**src/rtl/lock_window_arbiter.sv**
```systemverilog
// lock_window_arbiter
// Two requesters share one protected register. The winner of round-robin
// arbitration has its key and write data captured. A matching key opens a
// WINDOW-cycle unlock window that drives the captured data onto d, and the
// block then re-locks. MAX_FAIL consecutive key mismatches latch a lockout
// that only resetn clears.
//
// Handshake: a requester raises req[i] and holds it until ack[i] or nack[i].
// ack[i] and nack[i] are one-cycle completion pulses, and only one of them
// fires per operation. A requester that still shows req[i] during its own
// completion cycle is not treated as a fresh request in that cycle. Once
// req[i] has been sampled, later changes to req[i], key[i] and wdata[i] are
// ignored until the operation completes.
module lock_window_arbiter #(
    parameter int                DATA_W   = 8,
    parameter int                KEY_W    = 8,
    parameter logic [KEY_W-1:0]  KEY      = KEY_W'('hA5),
    parameter int                WINDOW   = 4,
    parameter int                MAX_FAIL = 3
) (
    input  logic                          clk,
    input  logic                          resetn,
    input  logic [1:0]                    req,
    input  logic [KEY_W-1:0]              key0,
    input  logic [KEY_W-1:0]              key1,
    input  logic [DATA_W-1:0]             wdata0,
    input  logic [DATA_W-1:0]             wdata1,
    output logic [1:0]                    grant,
    output logic [1:0]                    ack,
    output logic [1:0]                    nack,
    output logic                          unlock,
    output logic [DATA_W-1:0]             d,
    output logic                          lockout,
    output logic [$clog2(MAX_FAIL+1)-1:0] fail_cnt,
    output logic [2:0]                    state_dbg
);

    typedef enum logic [2:0] {
        IDLE    = 3'd0,
        CHECK   = 3'd1,
        OPEN    = 3'd2,
        RELOCK  = 3'd3,
        LOCKOUT = 3'd4
    } state_t;

    localparam int FC_W  = $clog2(MAX_FAIL + 1);
    localparam int CNT_W = (WINDOW > 1) ? $clog2(WINDOW) : 1;

    localparam logic [CNT_W-1:0] CNT_LAST = CNT_W'(WINDOW - 1);
    localparam logic [FC_W-1:0]  FC_MAX   = FC_W'(MAX_FAIL);
    localparam logic [FC_W-1:0]  FC_LAST  = FC_W'(MAX_FAIL - 1);

    state_t              state, state_n;
    logic [1:0]          grant_n, ack_n, nack_n;
    logic                unlock_n, lockout_n;
    logic [DATA_W-1:0]   d_n;
    logic [FC_W-1:0]     fail_cnt_n;
    logic [CNT_W-1:0]    cnt, cnt_n;
    logic [KEY_W-1:0]    cap_key, cap_key_n;
    logic [DATA_W-1:0]   cap_data, cap_data_n;
    logic                rr_last, rr_last_n;   // 1: requester 1 was granted last
    logic [1:0]          eligible;
    logic                pick1;

    assign state_dbg = state;

    // A completion pulse is the requester's release, so a still-high req in
    // that cycle does not count as a new request.
    assign eligible = req & ~ack & ~nack;

    // Requester 1 wins when it is alone, or when both ask and 0 went last.
    assign pick1 = eligible[1] & (~eligible[0] | ~rr_last);

    // Next-state and next-output logic; every output is registered.
    always_comb begin
        state_n    = state;
        grant_n    = grant;
        ack_n      = 2'b00;
        nack_n     = 2'b00;
        unlock_n   = 1'b0;
        d_n        = d;
        lockout_n  = lockout;
        fail_cnt_n = fail_cnt;
        cnt_n      = cnt;
        cap_key_n  = cap_key;
        cap_data_n = cap_data;
        rr_last_n  = rr_last;

        case (state)
            IDLE: begin
                if (grant != 2'b00) begin
                    // Captured operands are stable; compare them next.
                    state_n = CHECK;
                end else if (eligible != 2'b00) begin
                    if (pick1) begin
                        grant_n    = 2'b10;
                        cap_key_n  = key1;
                        cap_data_n = wdata1;
                        rr_last_n  = 1'b1;
                    end else begin
                        grant_n    = 2'b01;
                        cap_key_n  = key0;
                        cap_data_n = wdata0;
                        rr_last_n  = 1'b0;
                    end
                end
            end

            CHECK: begin
                if (cap_key == KEY) begin
                    fail_cnt_n = '0;
                    cnt_n      = '0;
                    unlock_n   = 1'b1;
                    d_n        = cap_data;
                    state_n    = OPEN;
                end else begin
                    nack_n  = grant;
                    grant_n = 2'b00;
                    if (fail_cnt >= FC_LAST) begin
                        fail_cnt_n = FC_MAX;
                        lockout_n  = 1'b1;
                        state_n    = LOCKOUT;
                    end else begin
                        fail_cnt_n = fail_cnt + 1'b1;
                        state_n    = IDLE;
                    end
                end
            end

            OPEN: begin
                if (cnt == CNT_LAST) begin
                    ack_n   = grant;
                    state_n = RELOCK;
                end else begin
                    unlock_n = 1'b1;
                    cnt_n    = cnt + 1'b1;
                end
            end

            RELOCK: begin
                grant_n = 2'b00;
                state_n = IDLE;
            end

            LOCKOUT: begin
                // Every request is refused; nack is its completion, so a
                // held request is refused every other cycle.
                grant_n = 2'b00;
                nack_n  = req & ~nack;
            end

            default: begin
                grant_n = 2'b00;
                state_n = IDLE;
            end
        endcase
    end

    // State and output registers; reset drops unlock without a clock edge.
    always_ff @(posedge clk or negedge resetn) begin
        if (!resetn) begin
            state    <= IDLE;
            grant    <= 2'b00;
            ack      <= 2'b00;
            nack     <= 2'b00;
            unlock   <= 1'b0;
            d        <= '0;
            lockout  <= 1'b0;
            fail_cnt <= '0;
            cnt      <= '0;
            cap_key  <= '0;
            cap_data <= '0;
            rr_last  <= 1'b1;
        end else begin
            state    <= state_n;
            grant    <= grant_n;
            ack      <= ack_n;
            nack     <= nack_n;
            unlock   <= unlock_n;
            d        <= d_n;
            lockout  <= lockout_n;
            fail_cnt <= fail_cnt_n;
            cnt      <= cnt_n;
            cap_key  <= cap_key_n;
            cap_data <= cap_data_n;
            rr_last  <= rr_last_n;
        end
    end

endmodule

```
**config.mk**
```make
export PLATFORM = sky130hd
export DESIGN_NAME = lock_window_arbiter
export DESIGN_NICKNAME = d
export VERILOG_FILES = /design/src/rtl/lock_window_arbiter.sv
export SDC_FILE = /design/constraint.sdc
export NUM_CORES = 1
export LEC_CHECK = 0
export ABC_AREA = 1
export BUFFER_PORTS_ARGS = -buffer_cell sky130_fd_sc_hd__buf_2
export CORE_UTILIZATION = 50
export DETAILED_ROUTE_END_ITERATION = 8
export PLACE_DENSITY = 0.8
export REMOVE_ABC_BUFFERS = 1
export SLEW_MARGIN = 30
export SYNTH_ARGS = -nofsm -noshare
export SYNTH_HDL_FRONTEND = slang
export SYNTH_SLANG_ARGS = --single-unit
```
**constraint.sdc**
```tcl
create_clock -name clk -period 1.6 [get_ports clk]
set_input_delay 0 -clock clk [delete_from_list [all_inputs] [get_ports clk]]
set_output_delay 0 -clock clk [all_outputs]
set_load 0.1 [all_outputs]
```
==> results by group <==
Status
  – Outcome: complete, but fails checks
  – Violated checks: negative hold slack

Drt
  – Drt via density: ~4.6
  – DR vias: approximately 1800
  – Routed wirelength normalized by instance count: roughly 12 um
  – Residual DRC: 0
  – Remaining antenna violation count after routing: 0
  – Total iterations of the first detailed-routing run: 7
  – Drt first-iter violations: between 100 and 150
  – Final wirelength: around 4400 um

Placement
  – Routability congestion estimate: roughly 0.84
  – Number of input and output port buffers inserted: 56
  – Placement-stage cell area: roughly 2200 um2
  – Placement Setup Slack: 198 ps
  – Hpwl dp: between 2000 and 3000 um

Logic synthesis
  – Avg Synthesized Cell Area: between 7 and 8 um2
  – Sequential element share of the synthesized area: 0.523
  – Yosys Warn Count: 0
  – Post-synthesis cell type count: 27
  – Syn Inst Count: between 200 and 250
  – Flip-flop and latch count after synthesis: 40
  – Mapped Area: 1920 um2

Finish
  – Layout overhead on the synthesized area: 36.7%
  – Number of antenna diodes: 0
  – Layout Utilization: 0.716
  – Leading cell types in the layout, fill and taps excluded: 131 x nand2_1, 56 x buf_2, 39 x dfrtp_1, 30 x dlygate4sd3_1, 26 x inv_1
  – Number of nets in the layout: 372
  – Final cell area excluding filler cells: roughly 2600 um2
  – Share of post-route cells with drive strength above 1: 0.235
  – Most frequent standard cell in the layout excluding fill and tap cells: nand2_1

Worst setup path
  – Logic depth of the worst path, buffers included: 7
  – Worst path cell trace: nand4_1 -> nand2_4 -> inv_4 -> nand2_1 -> nand2_1 -> nand2_1 -> nand2_1
  – R2R cell count: 7
  – Reg2Reg Launch Point: rr_last
  – Setup Crit Path Kind: reg -> reg
  – Data required, critical path: about 1800 ps
  – Worst path top cell family by delay: simple AND/OR/NAND/NOR gates
  – Largest stage delay on the critical path: 550 ps
  – Critical Path Most Common Cell: nand2_1
  – R2r setup slk: roughly 190 ps
  – CP Launch Type: flop
  – Highest fanout seen on the critical path: 18
  – Cell with the biggest individual delay on the critical path: dfstp_2
  – Kind of end point of the critical path: flop
  – Worst r2r dst: cap_data[1]
  – Data arrival, critical path: 1600 ps
  – CP bufs+invs: 1

STA
  – Setup tns final: 0 ps
  – Fin. max-slew vios: 0
  – Final critical delay including setup and external delays: about 1400 ps
  – Setup violators final: 0
  – Layout Skew: 6.33 ps
  – Max Clk Rate: slightly above 0.7 GHz
  – Slew HR: 0.674
  – RSZ-0062 raised after global routing: no
  – Number of endpoints with negative hold slack in the final report: 1
  – Share of the cycle needed by the critical path after routing: 0.879
  – Transition time of the tightest slew-check pin: between 400 and 500 ps
  – Hold Worst Slack: -4.01 ps
  – Min setup slack post-route: 193 ps

CTS
  – Clock latency of the later-clocked register in the worst-skew pair: 300 ps
  – Clk Tree Root Cell: clkbuf_8
  – Clock tree from TritonCTS: yes
  – # Post-CTS Setup Buffers: 0
  – Post-cts resize count: 0
  – Inserted Clock Buffers: 5
  – Post-CTS Hold Fix Bufs: 30
  – Maximum root-to-sink buffer count: 2
  – CTS sink count: 40
  – Clock H-tree levels: 2
  – CTS clock-pin slew for the worst setup and hold paths: 70 ps

Floorplan
  – Core region area: around 3700 um2
  – Initial Util: 0.524
  – DIE HEIGHT: around 64 um
  – Die Area: 4090 um2
  – Width of the die: around 64 um
  – Row cnt: 22
  – I/O pin count: 57

GRT
  – Initial antenna violation count: 0
  – Global router's overall resource usage: 0.239
  – Congestion Overflow GR: 0
  – Global-route wire length before repair: approximately 7200 um
  – Vias in the first global route: 1654
  – Pin count of the biggest net entering global routing: 41

Hold path
  – Class of the tightest hold or removal check: in -> reg
  – End of the worst hold path: cap_key[0]
  – HP Start: key0[0]
  – Cells on Worst Hold Path: 5

Power
  – Peak supply drop: roughly 0.0011 V
  – PwrDens: 1600 nW/um2
  – Leakage power total: roughly 1.5 nW

Job
  – Max_cap viols: 0
[registers in the layout, summed over array words and instances (netlist names)]
| register | flops |
|---|---|
| ack | 2 |
| cap_data | 8 |
| cap_key | 8 |
| cnt | 2 |
| d | 8 |
| fail_cnt | 2 |
| grant | 2 |
| lockout | 1 |
| nack | 2 |
| rr_last | 1 |
| state_dbg | 3 |
| unlock | 1 |
[layer usage]
metal  vias up  part of all wire  track usage
li1        918                 -            -
met1       811              0.43        0.273
met2        44              0.51        0.420
met3         8             0.043       0.0482
met4         0             0.021        0.119
met5         -                 0            0
[synth_stat cells (all sizes together)]
master | instances | area share
nand3 | 9 | 0.026
o22ai | 1 | 0.0033
nor3 | 3 | 0.010
inv | 29 | 0.062
o32ai | 1 | 0.0046
nor2 | 8 | 0.018
nand2 | 134 | 0.27
and3 | 1 | 0.0059
dfrtp | 39 | 0.51
ha | 1 | 0.0065
nor3b | 1 | 0.0039
buf | 6 | 0.032
nand4 | 1 | 0.0033
dfstp | 1 | 0.014
o21ai | 10 | 0.030
[worst max-delay path by stage]
stage / startpoint / end / slack (ps)
3_3_place_gp: rr_last / cap_key[0] / 230
5_1_grt: rr_last / cap_key[1] / 70
4_1_cts: rr_last / cap_key[2] / 190
2_1_floorplan: state_dbg[0] / grant[1] / -370
6_report: rr_last / cap_data[1] / 190
3_5_place_dp: rr_last / cap_key[2] / 200
[kinds of logic after synthesis]
group | synth area share
DFF | 0.523
AOI/OAI and AO/OA | 0.0378
buffers and inverters | 0.0939
adders and majority gates | 0.00652
and+or+nand+nor | 0.339
[worst min-delay path: cells and delay by family]
family	cells	cell delay, ps
simple gates	4	190
buf+inv	1	70
[power by group]
part | switching [mW] | leakage [nW] | internal, mW
clock network | 0.341 | 0.0455 | 0.351
logic | 1.50 | 0.947 | 0.517
registers | 0.180 | 0.513 | 1.32
total | 2.02 | 1.51 | 2.19
[stage by stage]
stage,std cells,total power [mW]
floorplan,239,3.07
global placement,346,3.43
detailed placement,346,3.47
CTS,384,4.22
global route,384,4.50
finish,384,4.20
[area by class of cell]
class,instances,area (um2)
Sequential cell,40,1000
Fill cell,288,1040
Clock buffer,8,90.1
Multi-Input combinational cell,170,736
Inverter,29,119
Timing Repair Buffer,89,616
Tap cell,48,60.1
Power figures use the tool's default switching activity.
